## config.mk

```make
export PLATFORM = sky130hd
export DESIGN_NAME = tmr0_wdt_psc
export DESIGN_NICKNAME = d
export VERILOG_FILES = /design/src/rtl/tmr0_wdt_psc.sv
export SDC_FILE = /design/constraint.sdc
export NUM_CORES = 1
export LEC_CHECK = 0
export ABC_AREA = 0
export ABC_CLOCK_PERIOD_IN_PS = 3800
export BUFFER_PORTS_ARGS = -buffer_cell sky130_fd_sc_hd__buf_2
export CAP_MARGIN = 20
export CORE_AREA = 2 2 78 80
export DETAILED_ROUTE_END_ITERATION = 10
export DIE_AREA = 0 0 80 82
export SLEW_MARGIN = 20
export SYNTH_ARGS = -nofsm -noshare
export SYNTH_HDL_FRONTEND = slang
export SYNTH_SLANG_ARGS = --single-unit
```

## constraint.sdc

```tcl
create_clock -name clk -period 3.8 [get_ports clk]
set_input_delay 0.19 -clock clk [delete_from_list [all_inputs] [get_ports clk]]
set_output_delay 0.19 -clock clk [all_outputs]
set_load 0.05 [all_outputs]
```

## src/rtl/tmr0_wdt_psc.sv

```systemverilog
// ---------------------------------------------------------------------------
// tmr0_wdt_psc
//
// Timer/watchdog peripheral that sits beside the PIC16F54 core. It turns the
// core's OPTION register and strobes plus the external T0CKI pin into the
// core's TMR0 increment and watchdog time-out pulses.
//
// Blocks:
//   - T0CKI synchroniser (three flops) with selectable edge detect
//   - watchdog base divider (period WDT_BASE clk cycles)
//   - single 8-bit prescaler, assigned to TMR0 (PSA=0) or to the WDT (PSA=1)
//
// Handshake: there is no valid/ready flow control. Every output is a
// registered level sampled once per clk; tmr0_inc and wdtmr are single-cycle
// pulses, and psc_q is the live prescaler count.
//
// Ports:
//   clk       in   system clock, one core instruction cycle per clk
//   rst       in   asynchronous active-low reset
//   option    in   [5] T0CS, [4] T0SE, [3] PSA, [2:0] PS (bits [7:6] unused)
//   t0cki     in   external TMR0 clock pin, asynchronous to clk
//   wdt_en    in   watchdog enable fuse (static)
//   clrwdt    in   one-cycle pulse, core executing CLRWDT
//   sleep     in   one-cycle pulse, core executing SLEEP
//   tmr0_wr   in   one-cycle pulse, core writing TMR0
//   tmr0_inc  out  one-cycle pulse: increment TMR0
//   wdtmr     out  one-cycle pulse: watchdog time-out
//   psc_q     out  current prescaler count
// ---------------------------------------------------------------------------
module tmr0_wdt_psc #(
    parameter int WDT_BASE = 256,
    parameter int WDT_W    = 16
) (
    input  logic       clk,
    input  logic       rst,
    input  logic [7:0] option,
    input  logic       t0cki,
    input  logic       wdt_en,
    input  logic       clrwdt,
    input  logic       sleep,
    input  logic       tmr0_wr,
    output logic       tmr0_inc,
    output logic       wdtmr,
    output logic [7:0] psc_q
);

    localparam logic [WDT_W-1:0] DIV_LAST = WDT_W'(WDT_BASE - 1);

    // OPTION fields
    logic       w_t0cs;
    logic       w_t0se;
    logic       w_psa;
    logic [2:0] w_ps;
    logic [1:0] w_unused_opt;

    assign w_t0cs       = option[5];
    assign w_t0se       = option[4];
    assign w_psa        = option[3];
    assign w_ps         = option[2:0];
    assign w_unused_opt = option[7:6];

    // Registers
    logic             r_s1;
    logic             r_s2;
    logic             r_s3;
    logic [WDT_W-1:0] r_wdt_div;
    logic             r_psa;
    logic [7:0]       r_psc;
    logic             r_tmr0_inc;
    logic             r_wdtmr;

    // Combinational helpers
    logic       w_pin_ev;
    logic       w_src_ev;
    logic       w_base_tick;
    logic       w_wdt_clr;
    logic       w_psc_clr;
    logic [7:0] w_mask;
    logic       w_psc_hit;

    // s1 is the metastability catcher; edges are detected between s2 and s3
    // so only settled levels feed the logic.
    assign w_pin_ev = w_t0se ? (r_s3 & ~r_s2) : (r_s2 & ~r_s3);
    assign w_src_ev = w_t0cs ? w_pin_ev : 1'b1;

    assign w_base_tick = wdt_en & (r_wdt_div == DIV_LAST);
    assign w_wdt_clr   = clrwdt | sleep;

    // Prescaler clear sources depend on which side owns the prescaler; a
    // change of ownership always restarts the count.
    assign w_psc_clr = (tmr0_wr & ~w_psa)
                     | (w_wdt_clr & w_psa)
                     | (w_psa != r_psa);

    // Terminal count: 2^(PS+1)-1 for TMR0, 2^PS-1 for the watchdog.
    // Shifting an all-ones byte avoids the 9-bit overflow of 2<<7.
    assign w_mask = w_psa ? (8'hFF >> (4'd8 - {1'b0, w_ps}))
                          : (8'hFF >> (4'd7 - {1'b0, w_ps}));

    // A count above a freshly lowered mask simply runs on and wraps through 0.
    assign w_psc_hit = (r_psc == w_mask);

    // T0CKI synchroniser
    always_ff @(posedge clk or negedge rst) begin
        if (!rst) begin
            r_s1 <= 1'b0;
            r_s2 <= 1'b0;
            r_s3 <= 1'b0;
        end else begin
            r_s1 <= t0cki;
            r_s2 <= r_s1;
            r_s3 <= r_s2;
        end
    end

    // Watchdog base divider
    always_ff @(posedge clk or negedge rst) begin
        if (!rst) begin
            r_wdt_div <= '0;
        end else if (!wdt_en || w_wdt_clr || (r_wdt_div == DIV_LAST)) begin
            r_wdt_div <= '0;
        end else begin
            r_wdt_div <= r_wdt_div + WDT_W'(1);
        end
    end

    // Prescaler and output pulses
    always_ff @(posedge clk or negedge rst) begin
        if (!rst) begin
            r_psa      <= 1'b0;
            r_psc      <= 8'd0;
            r_tmr0_inc <= 1'b0;
            r_wdtmr    <= 1'b0;
        end else begin
            r_psa      <= w_psa;
            r_tmr0_inc <= 1'b0;
            r_wdtmr    <= 1'b0;
            if (!w_psa) begin
                // Prescaler on TMR0; watchdog runs straight off the base tick.
                r_wdtmr <= w_base_tick & ~w_wdt_clr;
                if (w_psc_clr) begin
                    r_psc <= 8'd0;
                end else if (w_src_ev) begin
                    if (w_psc_hit) begin
                        r_psc      <= 8'd0;
                        r_tmr0_inc <= 1'b1;
                    end else begin
                        r_psc <= r_psc + 8'd1;
                    end
                end
            end else begin
                // Prescaler on the watchdog; TMR0 follows every source event.
                r_tmr0_inc <= w_src_ev;
                if (w_psc_clr) begin
                    r_psc <= 8'd0;
                end else if (w_base_tick) begin
                    if (w_psc_hit) begin
                        r_psc   <= 8'd0;
                        r_wdtmr <= 1'b1;
                    end else begin
                        r_psc <= r_psc + 8'd1;
                    end
                end
            end
        end
    end

    assign tmr0_inc = r_tmr0_inc;
    assign wdtmr    = r_wdtmr;
    assign psc_q    = r_psc;

endmodule

```

==> metrics.sh <==
OUTCOME='complete, no violations'
WORST-ENDPOINT-ARRIVAL_NS=2.57
CORE_UM2=5750
TIMING.FINAL.MAX_SLEW_VIOLATIONS=0
FINAL_AREA_UM2=2130
DETAILED_PLACE_HPWL_UM=2840
FIN_WORST_SKEW_NS=0.00640
IOS=25
DIE_H_UM=82
NUMBER_OF_FAILING_SETUP_ENDPOINTS_IN_THE_FINAL_TIMING_REPORT=0
ROUTED_WL_UM=4020
CTS_ROOT_BUF='clkbuf_8'
PERIOD_MINUS_SLACK_NS=2.37
CRITICAL_PATH.REG2REG.ENDPOINT='psc_q[3]$_DFFE_PN0P_'
POST_DRT_WL_PER_CELL_UM=13.5
RR_STARTPOINT='r_wdt_div[0]$_DFF_PN0_'
SYNTH-ADDER-AREA-SHARE_PCT=2.04
CTS_TREE='built'
PLACEMENT.IO_BUFFERS=22
FINAL_CELL_COUNT_NO_FILL=299
POST_DETAILED_ROUTE_DRC_MARKER_COUNT=0
FP.DIEW_UM=80
DESIGN.DIE.AREA_UM2=6560
CLK_LATENCY_NS=0.28
VIA_COUNT=1539
CTS_BUFFERS=5
COMPOUND_GATE_PORTION_OF_THE_SYNTHESIZED_AREA_PCT=17.5
YOSYSWARNINGCOUNT=0
TIMING.FINAL.HOLD_VIOLATIONS=0
CLKSLEWWORSTSETUPHOLDPATHS_NS=0.07
NUMCLOCKSINKS=30
PWR_DENSITY_CELL_nW_PER_UM2=340
DRT_PASS1_ITERATIONS=4
AREA.GROWTH.SYNTH_TO_FINAL_PCT=15.7
P_LEAK_uW=0.000888
YS_ASYNC_SR_FRACTION_PCT=100
WORSTSETUPPATHTYPE='flop to flop'
MIN_PATH_TYPE='input port to flop'
SYNTH_TOP_FAMILY_BY_AREA='simple AND/OR/NAND/NOR gates'
POSTSYNTHAREAPERCELL_UM2=9.18
POSTSYNTH.TOPFLOPCELL='dfrtp_1'
GRT_START_MAX_NET_PINS=31
GR-TOTAL-OVERFLOW=0
GRT_PASS1_WL_UM=6740
ENDPOINT_KIND='flop'
HOLD_DEPTH=1
REG2REGPATHDEPTH=6
DETAIL_ROUTE.VIAS_PER_CELL=5.15
PLACE.GP.CONGESTION=0.814
TIMING.FINAL.CRIT_SHARE_PCT=62.2
CTS.HTREE.LEVELS=2
SYNTH-EDFF-COUNT=0
TIMING_WORST_SLEW_PIN_VALUE_NS=0.888
SYNTH_XOR_AREA_SHARE_PCT=7.12
MAX-VDD-IR-DROP_V=0.000169
SYNTHESIS.INSTANCES=201
POST_ROUTE_CELLS_DRIVE_ABOVE_1_SHARE_PCT=16.1
POST_SYNTH_AND_OR_NAND_NOR_AREA_FRACTION_PCT=27.2
PLACED_CELLS_INCL_TAPS=289
SYN_NETS=219
MAX_CAP_VIOLATIONS=0
YS_TOP_CELLS_BY_AREA='dfrtp_1 41%, nor2_1 5.3%, xor2_1 5.2%, nand3_1 3.5%, nand2_1 3.5%'
PLACEMENTROWS=28
INITIAL_UTILIZATION_PCT=32.1
SYNTHDISTINCTLIBCELLS=52
SYNTH_MOST_COMMON_CELL='dfrtp_1'
TIMING.CRITICAL_PATH.FROM_TYPE='flop'
CP_REQUIRED_NS=4.00
SYNTH_TOP_CELL_AREA_SHARE_PCT=40.7
LARGEST_FANOUT_ON_THE_CRITICAL_PATH=12
SLEW-LIMIT-HEADROOM_PCT=40.3
DIODES=0
GRT_ANTENNA_BEFORE_REPAIR=0
CTSLONGESTPATHBUFFERS=2
RESIDUAL_ANTENNA_VIOLATING_NET_COUNT_AFTER_DETAILED_ROUTING=0
FMAX_GHz=0.423
RSZ_0062_RAISED_AFTER_GLOBAL_ROUTING='false'
GRT_PASS1_VIAS=1438
NETLIST_TOP_CELLS_COUNT='30 x dfrtp_1, 26 x nor2_1, 17 x nand2_1'
PLACEDINSTANCEAREA_UM2=2000
SYNTH_TOP_AREA_CELL='dfrtp_1'
MUXSHAREOFSYNTHAREA_PCT=2.24
YS_FF_LATCH=30
FIN_TNS_SETUP_NS=0
FILL_CELL_INSTANCE_COUNT_OF_THE_FINAL_LAYOUT=610
HP-START='option[3]'
MIN_TO='r_psa$_DFF_PN0_'
FINAL_NET_COUNT=241
GR-USAGE-ALL-LAYERS_PCT=13.2
SYNTH_AREA_UM2=1840
REG2REG_SLACK_NS=1.43
FIRST_ITER_VIOLATIONS=91
SYNTH.YOSYS.SEQ_AREA_SHARE_PCT=40.7
-- timing repair --
item | CTS | global route
setup buffers | 0 | 0
setup endpoints to repair | 0 | 0
hold buffers | 1 | 1
resized for setup | 0 | 0
endpoints found under the hold margin | 30 | 1
-- worst max path at each step --
stage	from	endpoint	slack, ns	cells after the start
finish	r_wdt_div[0]$_DFF_PN0_	psc_q[3]$_DFFE_PN0P_	1.43	6
global route	r_wdt_div[0]$_DFF_PN0_	psc_q[3]$_DFFE_PN0P_	1.25	6
CTS	option[0]	psc_q[2]$_DFFE_PN0P_	1.44	8
detailed placement	option[0]	psc_q[2]$_DFFE_PN0P_	1.15	8
global placement	option[0]	psc_q[2]$_DFFE_PN0P_	1.15	8
floorplan	option[1]	psc_q[2]$_DFFE_PN0P_	1.52	8
-- flip-flops by register name, summed over array words and instances (netlist names) --
signal and cells:
r_s2 1, r_s1 1, tmr0_inc 1, r_wdt_div 16, r_s3 1, r_psa 1
wdtmr 1, psc_q 8
-- final cells by class --
class                           count  area [µm²]  area share, %
Inverter                            4        15.0          0.704
Clock buffer                        5        68.8           3.23
Tap cell                           75        93.8           4.40
Clock inverter                      3        40.0           1.88
Sequential cell                    30         751           35.2
Multi-Input combinational cell    158        1030           48.5
Timing Repair Buffer               24         130           6.10
-- worst max-delay path, cell delays in order (launching register included) --
cell	delay (ns)
dfrtp_1	0.42
ha_1	0.25
and3_1	0.24
nand4_1	0.21
a311o_1	0.50
or4_1	0.54
o21ai_1	0.13
-- through the flow --
stage               worst slack (ns)  total power, µW  utilization [%]  hold WS, ns
global placement                1.15              413             34.9        0.272
CTS                             1.44              732             37.0      0.00451
floorplan                       1.52              389                -       -0.106
global route                    1.25              759             37.1        0.242
detailed placement              1.15              414             34.9        0.276
finish                          1.43              724             37.1        0.231
-- report_power, final --
part | switching (µW) | internal, µW | total, µW | leakage (µW)
Clock | 122 | 193 | 315 | 0.0000579
Sequential | 5.37 | 324 | 329 | 0.000407
Combinational | 52.0 | 28.3 | 80.3 | 0.000422
Total | 179 | 545 | 724 | 0.000888
-- layer usage --
| layer | vias up | routed length [µm] | global-route usage [%] |
|---|---|---|---|
| met3 | 6 | 157 | 4.07 |
| met5 | - | 0 | 0 |
| met4 | 0 | 63 | 4.58 |
| li1 | 781 | - | - |
| met1 | 725 | 1980 | 17.5 |
| met2 | 27 | 1820 | 20.5 |
-- layout by cell type (no fill, tap or decap), types with 2 or more instances in the layout --
master          n
and2_1          3
nor2b_1         2
a211oi_1        3
nor3_1          4
buf_2          22
dfrtp_1        30
nand2_1        17
o211ai_1        5
nand4_1         4
and3_1          4
or4_1           2
o21ai_1         4
ha_1            3
xnor2_1         4
o22ai_1         2
nor2_1         26
inv_1           4
o21a_1          2
a22o_1          2
or3_1           4
nor4_1          4
and4_1          3
clkbuf_8        5
clkinv_2        2
a21oi_1         4
dlygate4sd3_1   2
nand3b_1        2
o21ai_0         5
nand3_1        13
xor2_1         11
mux2i_1         3
-- cells by family (layout without fill, tap and decap cells) --
group | count (synthesis) | count (layout)
flip-flops | 30 | 30
AO/OA/AOI/OAI | 41 | 41
buffers and inverters | 13 | 36
XOR/XNOR | 15 | 15
AND/OR/NAND/NOR | 95 | 95
multiplexers | 4 | 4
adder cells (fa/ha/maj) | 3 | 3
Power figures use the tool's default switching activity.
